**src/rtl/spi_cfg_pkg.sv**
```systemverilog
// rtl/spi_cfg_pkg.sv - shared types and constants for the configuration SPI master
// Contents: FSM state enum, frame format constants, receiver register map,
// FRAME_CYC latency helper and frame packing helper.
package spi_cfg_pkg;

  typedef enum logic [2:0] {
    ST_IDLE,
    ST_SETUP,
    ST_LOW,
    ST_HIGH,
    ST_HOLD,
    ST_GAP
  } state_t;

  localparam int   FRAME_BITS = 16;
  localparam logic WRITE_BIT  = 1'b1;

  localparam logic [6:0] ADDR_EN_OUT_LO = 7'd0;
  localparam logic [6:0] ADDR_EN_OUT_HI = 7'd1;
  localparam logic [6:0] ADDR_EN_PWM_LO = 7'd2;
  localparam logic [6:0] ADDR_EN_PWM_HI = 7'd3;
  localparam logic [6:0] ADDR_PWM_DUTY  = 7'd4;

  // Number of clk cycles from the cycle in which the FSM launches a frame
  // (request acceptance without the queue) up to and including the cycle in
  // which done is high. SETUP + 16 HIGH + 15 LOW + HOLD phases of div_half
  // cycles each, then gap_cyc GAP cycles, then the done cycle itself.
  function automatic int FRAME_CYC(input int div_half, input int gap_cyc);
    return (1 + 2 * FRAME_BITS - 1 + 1) * div_half + gap_cyc + 1;
  endfunction

  function automatic logic [15:0] make_frame(input logic [6:0] addr, input logic [7:0] data);
    return {WRITE_BIT, addr, data};
  endfunction

endpackage

```
**src/rtl/spi_cfg_fifo.sv**
```systemverilog
// rtl/spi_cfg_fifo.sv - synchronous request queue with full/empty flags
// Ports: clk, rst_n (async active-low); push/push_data write side;
// pop/pop_data read side (pop_data shows the head entry, first-word
// fall-through); full, empty status. Pushes while full and pops while empty
// are ignored. DEPTH must be a power of two so the pointers wrap naturally.
module spi_cfg_fifo #(
  parameter int WIDTH = 15,
  parameter int DEPTH = 4
) (
  input  logic             clk,
  input  logic             rst_n,
  input  logic             push,
  input  logic [WIDTH-1:0] push_data,
  input  logic             pop,
  output logic [WIDTH-1:0] pop_data,
  output logic             full,
  output logic             empty
);

  localparam int AW = (DEPTH > 1) ? $clog2(DEPTH) : 1;

  logic [WIDTH-1:0] mem [DEPTH];
  logic [AW-1:0]    wr_ptr;
  logic [AW-1:0]    rd_ptr;
  logic [AW:0]      count;
  logic             do_push;
  logic             do_pop;

  assign full    = (count == (AW+1)'(DEPTH));
  assign empty   = (count == '0);
  assign do_push = push && !full;
  assign do_pop  = pop && !empty;
  assign pop_data = mem[rd_ptr];

  always_ff @(posedge clk or negedge rst_n) begin
    if (!rst_n) begin
      wr_ptr <= '0;
      rd_ptr <= '0;
      count  <= '0;
    end else begin
      if (do_push) wr_ptr <= wr_ptr + 1'b1;
      if (do_pop)  rd_ptr <= rd_ptr + 1'b1;
      case ({do_push, do_pop})
        2'b10:   count <= count + 1'b1;
        2'b01:   count <= count - 1'b1;
        default: count <= count;
      endcase
    end
  end

  // Storage needs no reset; entries are only read after being written.
  always_ff @(posedge clk) begin
    if (do_push) mem[wr_ptr] <= push_data;
  end

endmodule

```
**src/rtl/spi_cfg_master.sv**
```systemverilog
// rtl/spi_cfg_master.sv - SPI mode-0 write-only master for the config peripheral
// Ports: clk, rst_n (async active-low); req_valid/req_ready/req_addr/req_data
// request handshake; busy (FSM not idle); done (one-cycle pulse at end of GAP);
// spi_ncs/spi_sclk/spi_copi registered SPI outputs.
// Frame: {1'b1, addr[6:0], data[7:0]}, MSB first, 16 SCLK rising edges.
// Build option CMD_FIFO_EN: FIFO_DEPTH-entry request queue, frames chained.
module spi_cfg_master
  import spi_cfg_pkg::*;
#(
  parameter int DIV_HALF   = 4,
  parameter int GAP_CYC    = 8,
  parameter int FIFO_DEPTH = 4
) (
  input  logic       clk,
  input  logic       rst_n,
  input  logic       req_valid,
  output logic       req_ready,
  input  logic [6:0] req_addr,
  input  logic [7:0] req_data,
  output logic       busy,
  output logic       done,
  output logic       spi_ncs,
  output logic       spi_sclk,
  output logic       spi_copi
);

  if (DIV_HALF < 3 || DIV_HALF > 255 || GAP_CYC < 4 || FIFO_DEPTH < 2 ||
      (FIFO_DEPTH & (FIFO_DEPTH - 1)) != 0) begin : g_bad_params
    $error("spi_cfg_master: illegal parameter value");
  end

  state_t      state_q, state_d;
  logic [15:0] shreg_q, shreg_d;
  logic [4:0]  bit_cnt_q, bit_cnt_d;
  logic [15:0] cyc_cnt_q, cyc_cnt_d;
  logic        ncs_q, ncs_d;
  logic        sclk_q, sclk_d;
  logic        copi_q, copi_d;
  logic        done_q, done_d;

  logic        launch_valid;
  logic [14:0] launch_data;
  logic        half_end;
  logic        gap_end;
  logic        start_ok;
  logic        do_start;

`ifdef CMD_FIFO_EN
  // Queued requests may be launched straight out of GAP, so frames run
  // back-to-back while still keeping the full GAP between them.
  localparam bit CHAIN = 1'b1;

  logic fifo_full;
  logic fifo_empty;

  spi_cfg_fifo #(
    .WIDTH (15),
    .DEPTH (FIFO_DEPTH)
  ) u_fifo (
    .clk       (clk),
    .rst_n     (rst_n),
    .push      (req_valid),
    .push_data ({req_addr, req_data}),
    .pop       (do_start),
    .pop_data  (launch_data),
    .full      (fifo_full),
    .empty     (fifo_empty)
  );

  assign req_ready    = !fifo_full;
  assign launch_valid = !fifo_empty;
`else
  localparam bit CHAIN = 1'b0;

  assign req_ready    = (state_q == ST_IDLE);
  assign launch_valid = req_valid;
  assign launch_data  = {req_addr, req_data};
`endif

  assign half_end = (cyc_cnt_q == 16'(DIV_HALF - 1));
  assign gap_end  = (cyc_cnt_q == 16'(GAP_CYC - 1));
  assign start_ok = (state_q == ST_IDLE) || (CHAIN && state_q == ST_GAP && gap_end);
  assign do_start = start_ok && launch_valid;

  always_ff @(posedge clk or negedge rst_n) begin
    if (!rst_n) begin
      state_q   <= ST_IDLE;
      shreg_q   <= '0;
      bit_cnt_q <= '0;
      cyc_cnt_q <= '0;
      ncs_q     <= 1'b1;
      sclk_q    <= 1'b0;
      copi_q    <= 1'b0;
      done_q    <= 1'b0;
    end else begin
      state_q   <= state_d;
      shreg_q   <= shreg_d;
      bit_cnt_q <= bit_cnt_d;
      cyc_cnt_q <= cyc_cnt_d;
      ncs_q     <= ncs_d;
      sclk_q    <= sclk_d;
      copi_q    <= copi_d;
      done_q    <= done_d;
    end
  end

  always_comb begin
    state_d   = state_q;
    shreg_d   = shreg_q;
    bit_cnt_d = bit_cnt_q;
    cyc_cnt_d = cyc_cnt_q;
    ncs_d     = ncs_q;
    sclk_d    = sclk_q;
    copi_d    = copi_q;
    done_d    = 1'b0;

    case (state_q)
      ST_IDLE: begin
        cyc_cnt_d = '0;
      end
      ST_SETUP, ST_LOW: begin
        if (half_end) begin
          cyc_cnt_d = '0;
          sclk_d    = 1'b1;
          state_d   = ST_HIGH;
        end else begin
          cyc_cnt_d = cyc_cnt_q + 1'b1;
        end
      end
      ST_HIGH: begin
        if (half_end) begin
          cyc_cnt_d = '0;
          sclk_d    = 1'b0;
          bit_cnt_d = bit_cnt_q + 1'b1;
          if (bit_cnt_q == 5'(FRAME_BITS - 1)) begin
            state_d = ST_HOLD;
          end else begin
            // Data changes on the falling edge, a full half-period before
            // the next rising edge.
            shreg_d = shreg_q << 1;
            copi_d  = shreg_q[14];
            state_d = ST_LOW;
          end
        end else begin
          cyc_cnt_d = cyc_cnt_q + 1'b1;
        end
      end
      ST_HOLD: begin
        if (half_end) begin
          cyc_cnt_d = '0;
          ncs_d     = 1'b1;
          copi_d    = 1'b0;
          state_d   = ST_GAP;
        end else begin
          cyc_cnt_d = cyc_cnt_q + 1'b1;
        end
      end
      ST_GAP: begin
        if (gap_end) begin
          cyc_cnt_d = '0;
          done_d    = 1'b1;
          state_d   = ST_IDLE;
        end else begin
          cyc_cnt_d = cyc_cnt_q + 1'b1;
        end
      end
      default: begin
        state_d = ST_IDLE;
      end
    endcase

    // Launch overrides the per-state defaults: chip select drops and the
    // first (write) bit is presented together, one cycle after acceptance.
    if (do_start) begin
      shreg_d   = {WRITE_BIT, launch_data};
      copi_d    = WRITE_BIT;
      ncs_d     = 1'b0;
      sclk_d    = 1'b0;
      bit_cnt_d = '0;
      cyc_cnt_d = '0;
      state_d   = ST_SETUP;
    end
  end

  assign busy     = (state_q != ST_IDLE);
  assign done     = done_q;
  assign spi_ncs  = ncs_q;
  assign spi_sclk = sclk_q;
  assign spi_copi = copi_q;

endmodule

```
**config.mk**
```make
export PLATFORM = sky130hd
export DESIGN_NAME = spi_cfg_master
export DESIGN_NICKNAME = d
export VERILOG_FILES = /design/src/rtl/spi_cfg_pkg.sv /design/src/rtl/spi_cfg_fifo.sv /design/src/rtl/spi_cfg_master.sv
export SDC_FILE = /design/constraint.sdc
export NUM_CORES = 1
export LEC_CHECK = 0
export CORE_MARGIN = 2
export CORE_UTILIZATION = 51
export CTS_CLUSTER_DIAMETER = 30
export DETAILED_ROUTE_END_ITERATION = 6
export PLACE_DENSITY = 0.78
export SETUP_SLACK_MARGIN = 0.15
export SLEW_MARGIN = 10
export SYNTH_ARGS = -nofsm -noshare
export SYNTH_HDL_FRONTEND = slang
export SYNTH_SLANG_ARGS = --single-unit
```
**constraint.sdc**
```tcl
create_clock -name clk -period 1.97 [get_ports clk]
set_input_delay 0.394 -clock clk [delete_from_list [all_inputs] [get_ports clk]]
set_output_delay 0.394 -clock clk [all_outputs]
set_load 0.03 [all_outputs]
```
==> results_dict.tcl <==
set metrics [dict create \
    outcome "complete, no violations" \
    start_kind "flop" \
    synthCells 258 \
    yosys_warnings 0 \
    yosysSeqAreaShare_pct 45.1 \
    wl_per_cell_um 15.2 \
    place_ws_ps 26.6 \
    grt_max_degree 44 \
    synth_top_area_share_pct 44.0 \
    vias 2029 \
    nets 319 \
    boundaryPins 24 \
    cts_tree "yes" \
    place_congestion 0.861 \
    nFillCells 359 \
    ys_top_cells_by_count "dfrtp_1, nand2_1, o21ai_0, nand3_1" \
    yosysMostFrequentCell "dfrtp_1" \
    viasPerCell 5.78 \
    clk_latency_ps 290 \
    synth_cell_types 44 \
    route.detailed.drc 0 \
    rsz0062_at_grt "yes" \
    critPathKind "flop to flop" \
    ys_top_cells_by_area "dfrtp_1, mux2i_1, nand2_1, o21ai_0, nand3_1" \
    syn_area_per_cell_sq_um 9.27 \
    antennaDiodeCount 0 \
    core.rowCount 24 \
    ys_ff_latch 43 \
    p_per_area_nw_per_um2 1280 \
    drv_slew 0 \
    ant_nets 0 \
    synthFlopType "dfrtp_1" \
    maxCapViolCount 0 \
    overflow 0 \
    max_slew.worst_pin.slew_ps 533 \
    antenna_found_initial 0 \
    die_y_um 72.5 \
    dp_hpwl_um 3590 \
    async_flop_share_pct 100 \
    period_share_pct 96.0 \
    clock-sinks 43 \
    multiInputGateArea_sq_um 1230 \
    setup_slack_ps 78.9 \
    clock-skew-final_ps 7.86 \
    die_w_um 72.5 \
    p_total_mw 3.82 \
    clk_pin_slew_ps 80 \
    grt_pass1_vias 1948 \
    routed_wl_um 5330 \
    cp_max_fo 9 \
    synth_edf_count 0 \
    hp-class "primary input to async pin" \
    syn-num-nets 279 \
    start_util_pct 53.8 \
    core_area_sq_um 4440 \
    cts.htree.levels 2 \
    ff_latch_area_sq_um 1080 \
    area_delta_synth_final_pct 24.6 \
    irDropWorstVdd_v 0.000837 \
    cp-end-kind "flop" \
    die-area_sq_um 5250 \
    whs_ps 150 \
    clock.fmax_ghz 0.529 \
    fin_tns_setup_ps 0 \
    synth_top_cell_by_area "dfrtp_1" \
    worstPathArrival_ps 2080 \
    numCtsBuffers 5 \
    syn_area_sq_um 2390 \
    slew_headroom_pct 64.5 \
    grt_first_pass_wirelength_um 8840 \
    firstDrtPassIters 4 \
    finalHoldViolCount 0 \
    clockRootBuffer "clkbuf_8" \
    grtUsageTotal_pct 21.6 \
    drt-initial-drc-count 115 \
    cts_buffer_depth 2 \
    drive_gt1_share_pct 20.1 \
    crit_required_ps 2160 \
    port_buffers 23 \
    setup_viol 0 \
    fin_crit_ps 1890 \
    p_leak_nw 1.34 \
]
==> metal layers <==
metal	wire (um)	vias up	GRT usage, %	part of all wire (%)
met4	54	0	7.00	1.0
li1	-	1015	-	-
met2	2610	42	35.1	49
met1	2460	968	28.8	46
met5	0	-	0	0
met3	201	4	4.86	3.8
==> cells in the final DEF, fill, tap and decap left out, drive strengths merged, types with 5 or more instances in the layout <==
cell	n
nor2	16
buf	29
a31oi	10
and4	6
mux2i	16
o21ai	30
inv	8
nand2	35
nand4	5
nand3	21
nor3	5
dfrtp	42
clkbuf	7
clkdlybuf4s50	19
a21oi	8
==> through the flow <==
step / area [sq um] / utilization, % / instances
floorplan: 2400 / - / 258
global placement: 2790 / 62.9 / 340
detailed placement: 2790 / 62.9 / 340
CTS: 2950 / 66.3 / 350
global route: 2980 / 67.1 / 351
finish: 2980 / 67.1 / 351
==> power by group <==
part           internal (mW)  total [mW]  switching [mW]
Combinational          0.813        1.71           0.900
Clock                  0.410       0.713           0.303
Sequential              1.19        1.40           0.211
Total                   2.41        3.82            1.41
==> registers in the layout, summed over array words and instances, names as in the netlist <==
name	flops
bit_cnt_q	5
spi_ncs	1
cyc_cnt_q	16
spi_copi	1
shreg_q	15
state_q	3
spi_sclk	1
done	1
==> kinds of logic after synthesis <==
logic type	after synthesis	synth area share [%]
buffers and inverters	25	5.55
XOR/XNOR	2	0.733
adder cells (fa/ha/maj)	3	1.57
multiplexers	16	6.70
flip-flops	43	45.1
AO/OA/AOI/OAI	64	16.0
AND/OR/NAND/NOR	105	24.4
==> path summary, 6_finish.rpt <==
check / start / end / slack (ps) / cells after the start
min in group clk: spi_ncs / spi_ncs / 490 / 2
setup / recovery: bit_cnt_q[0] / shreg_q[11] / 80 / 7
hold reg to reg: spi_ncs / spi_ncs / 490 / 2
hold / removal: rst_n / shreg_q[12] / 150 / 2
max in group asynchronous: rst_n / spi_ncs / 1440 / 2
setup reg to reg: bit_cnt_q[0] / shreg_q[11] / 80 / 7
==> worst max-delay path: stages (launching register included) <==
cell and delay, ps:
dfrtp_1 390, ha_1 210, and3_1 190, ha_1 190, or3_4 400, buf_6 160
mux2i_1 170, o21ai_1 80
==> final cells by class <==
type,count,area share (%)
timing repair buffer,50,15.4
clock inverter,2,1.18
clock buffer,6,2.77
multi-input combinational,190,41.3
inverter,8,1.01
tap,52,2.18
sequential,43,36.1
==> repair_timing <==
action,in CTS,in global routing
hold buffers,0,0
pin swaps,1,0
gates resized for setup,15,9
buffers inserted,2,0
endpoints found under the setup margin,30,35
endpoints found under the hold margin,0,0
gates cloned,0,1
Power figures use the tool's default switching activity.
==> RTL edit, RTL diff (same flow settings) <==
Take the reset off `shreg_q` and load it in a clocked block of its own.
--- a/src/rtl/spi_cfg_master.sv
+++ b/src/rtl/spi_cfg_master.sv
@@ -85,7 +85,6 @@
   always_ff @(posedge clk or negedge rst_n) begin
     if (!rst_n) begin
       state_q   <= ST_IDLE;
-      shreg_q   <= '0;
       bit_cnt_q <= '0;
       cyc_cnt_q <= '0;
       ncs_q     <= 1'b1;
@@ -94,7 +93,6 @@
       done_q    <= 1'b0;
     end else begin
       state_q   <= state_d;
-      shreg_q   <= shreg_d;
       bit_cnt_q <= bit_cnt_d;
       cyc_cnt_q <= cyc_cnt_d;
       ncs_q     <= ncs_d;
@@ -102,6 +100,10 @@
       copi_q    <= copi_d;
       done_q    <= done_d;
     end
+  end
+
+  always_ff @(posedge clk) begin
+    shreg_q <= shreg_d;
   end
 
   always_comb begin
Function: same outputs for any inputs over 10 cycles, from zero or initial values and one cycle with rst_n low; that may be too few to reach the edited logic, so the function may still have changed.
==> RTL edit against the original RTL <==
- the flow now finishes with violations (setup timing)
- sequential cell count did not move
- fmax fell by 4.4%
- sequential power fell by 4%
- first-iteration DRC count rose by 50%
- synthesized area rose by 3.0%
- setup slack got worse by 0.086 ns
- power rose by 0.41%
- synthesized cell count fell by 8.9%
- wire length rose by 37%
- design area rose by 18%
- critical path type unchanged
- critical endpoint is now bit_cnt_q[4]$_DFFE_PN0P_
- highest routed layer unchanged
==> RTL edit: results (changes against the original RTL) <==
First-pass GRT wire length -> 9860 µm (+12%)
Outcome -> finished, violations left
Top cells by count, synth -> nand2_1, dfrtp_1, edfxtp_1, mux2_2, nor3_1
Synth Area in XOR/XNOR -> 2.84% (+2.1 points)
CP arrival -> 2.22 ns (+0.14 ns)
Vias in the first global route -> 2,002 (+2.8%)
Synth Area in Compound Gates -> 10.2% (-5.9 points)
WL/cell -> 19.7 µm (+30%)
Final worst slack -> -0.00754 ns (-0.0864 ns)
Die Span X -> 73.5 µm (+1.4%)
Placer Congestion -> 0.808 (-6.1%)
Largest net degree at the start of global routing -> 29 (-34%)
Mapped Nets -> 256 (-8.2%)
Placed cell areas -> 3010 µm² (+7.7%)
Yosys cell types -> 51 (+16%)
VDD IR-drop max -> 0.000745 V (-11%)
NumNets Final -> 337 (+5.6%)
Non-clock buffer area fraction after layout -> 21.8% (+6.4 points)
Multi-In Gates -> 174 (-8.4%)
Failing checks -> setup timing
HPWL Detailed -> 3850 µm (+7.5%)
Main area contributors after synthesis -> dfrtp_1, edfxtp_1, mux2_2, nand2_1, nor3_1
Endpoints failing setup -> 1 (+1)
Layout cells sized above 1 -> 40.7% (+21 points)
Worst Tran Pin Value -> 0.485 ns (-0.0474 ns)
-- RTL edit: cell types whose count changed after synthesis, sizes merged, moves of 4 or more --
cell    unedited run  this run
nand3             21         7
o211ai             4         0
xor2               0         4
a31oi             10         1
clkbuf            12         5
and2               1         8
mux2i             16         4
mux2               0        15
o21ai             30         7
o22ai              2         7
dfrtp             42        27
edfxtp             0        15
nor3               5        15
-- RTL edit: path summary, 6_finish.rpt --
| check | slack, ns | cells past startpoint | end | start |
|---|---|---|---|---|
| worst max register to register | -0.008 | 8 | bit_cnt_q[4]$_DFFE_PN0P_ | cyc_cnt_q[0]$_DFFE_PN0P_ |
| worst min-delay path | 0.46 | 2 | spi_sclk$_DFFE_PN0P_ | rst_n |
| worst max-delay path | -0.008 | 8 | bit_cnt_q[4]$_DFFE_PN0P_ | cyc_cnt_q[0]$_DFFE_PN0P_ |
| max in group asynchronous | 1.20 | 2 | spi_ncs$_DFFE_PN1P_ | rst_n |
| min in group clk | 0.51 | 1 | state_q[1]$_DFFE_PN0P_ | state_q[2]$_DFFE_PN0P_ |
| worst min register to register | 0.51 | 1 | state_q[1]$_DFFE_PN0P_ | state_q[2]$_DFFE_PN0P_ |
-- RTL edit: metal layers --
| metal | wire length, µm | share of wire [%] | GRT usage [%] |
|---|---|---|---|
| met5 | 0 | 0 | 0 |
| met4 | 345 | 4.7 | 6.87 |
| met3 | 529 | 7.2 | 3.84 |
| met2 | 3590 | 49 | 41.6 |
| met1 | 2860 | 39 | 31.7 |
-- RTL edit: repair_timing --
item / 4_1_cts / 5_1_grt
setup endpoints to repair: 53 / 53
gates cloned: 0 / 2
buffers inserted: 11 / 13
resized for setup: 15 / 29
pin swaps: 8 / 22
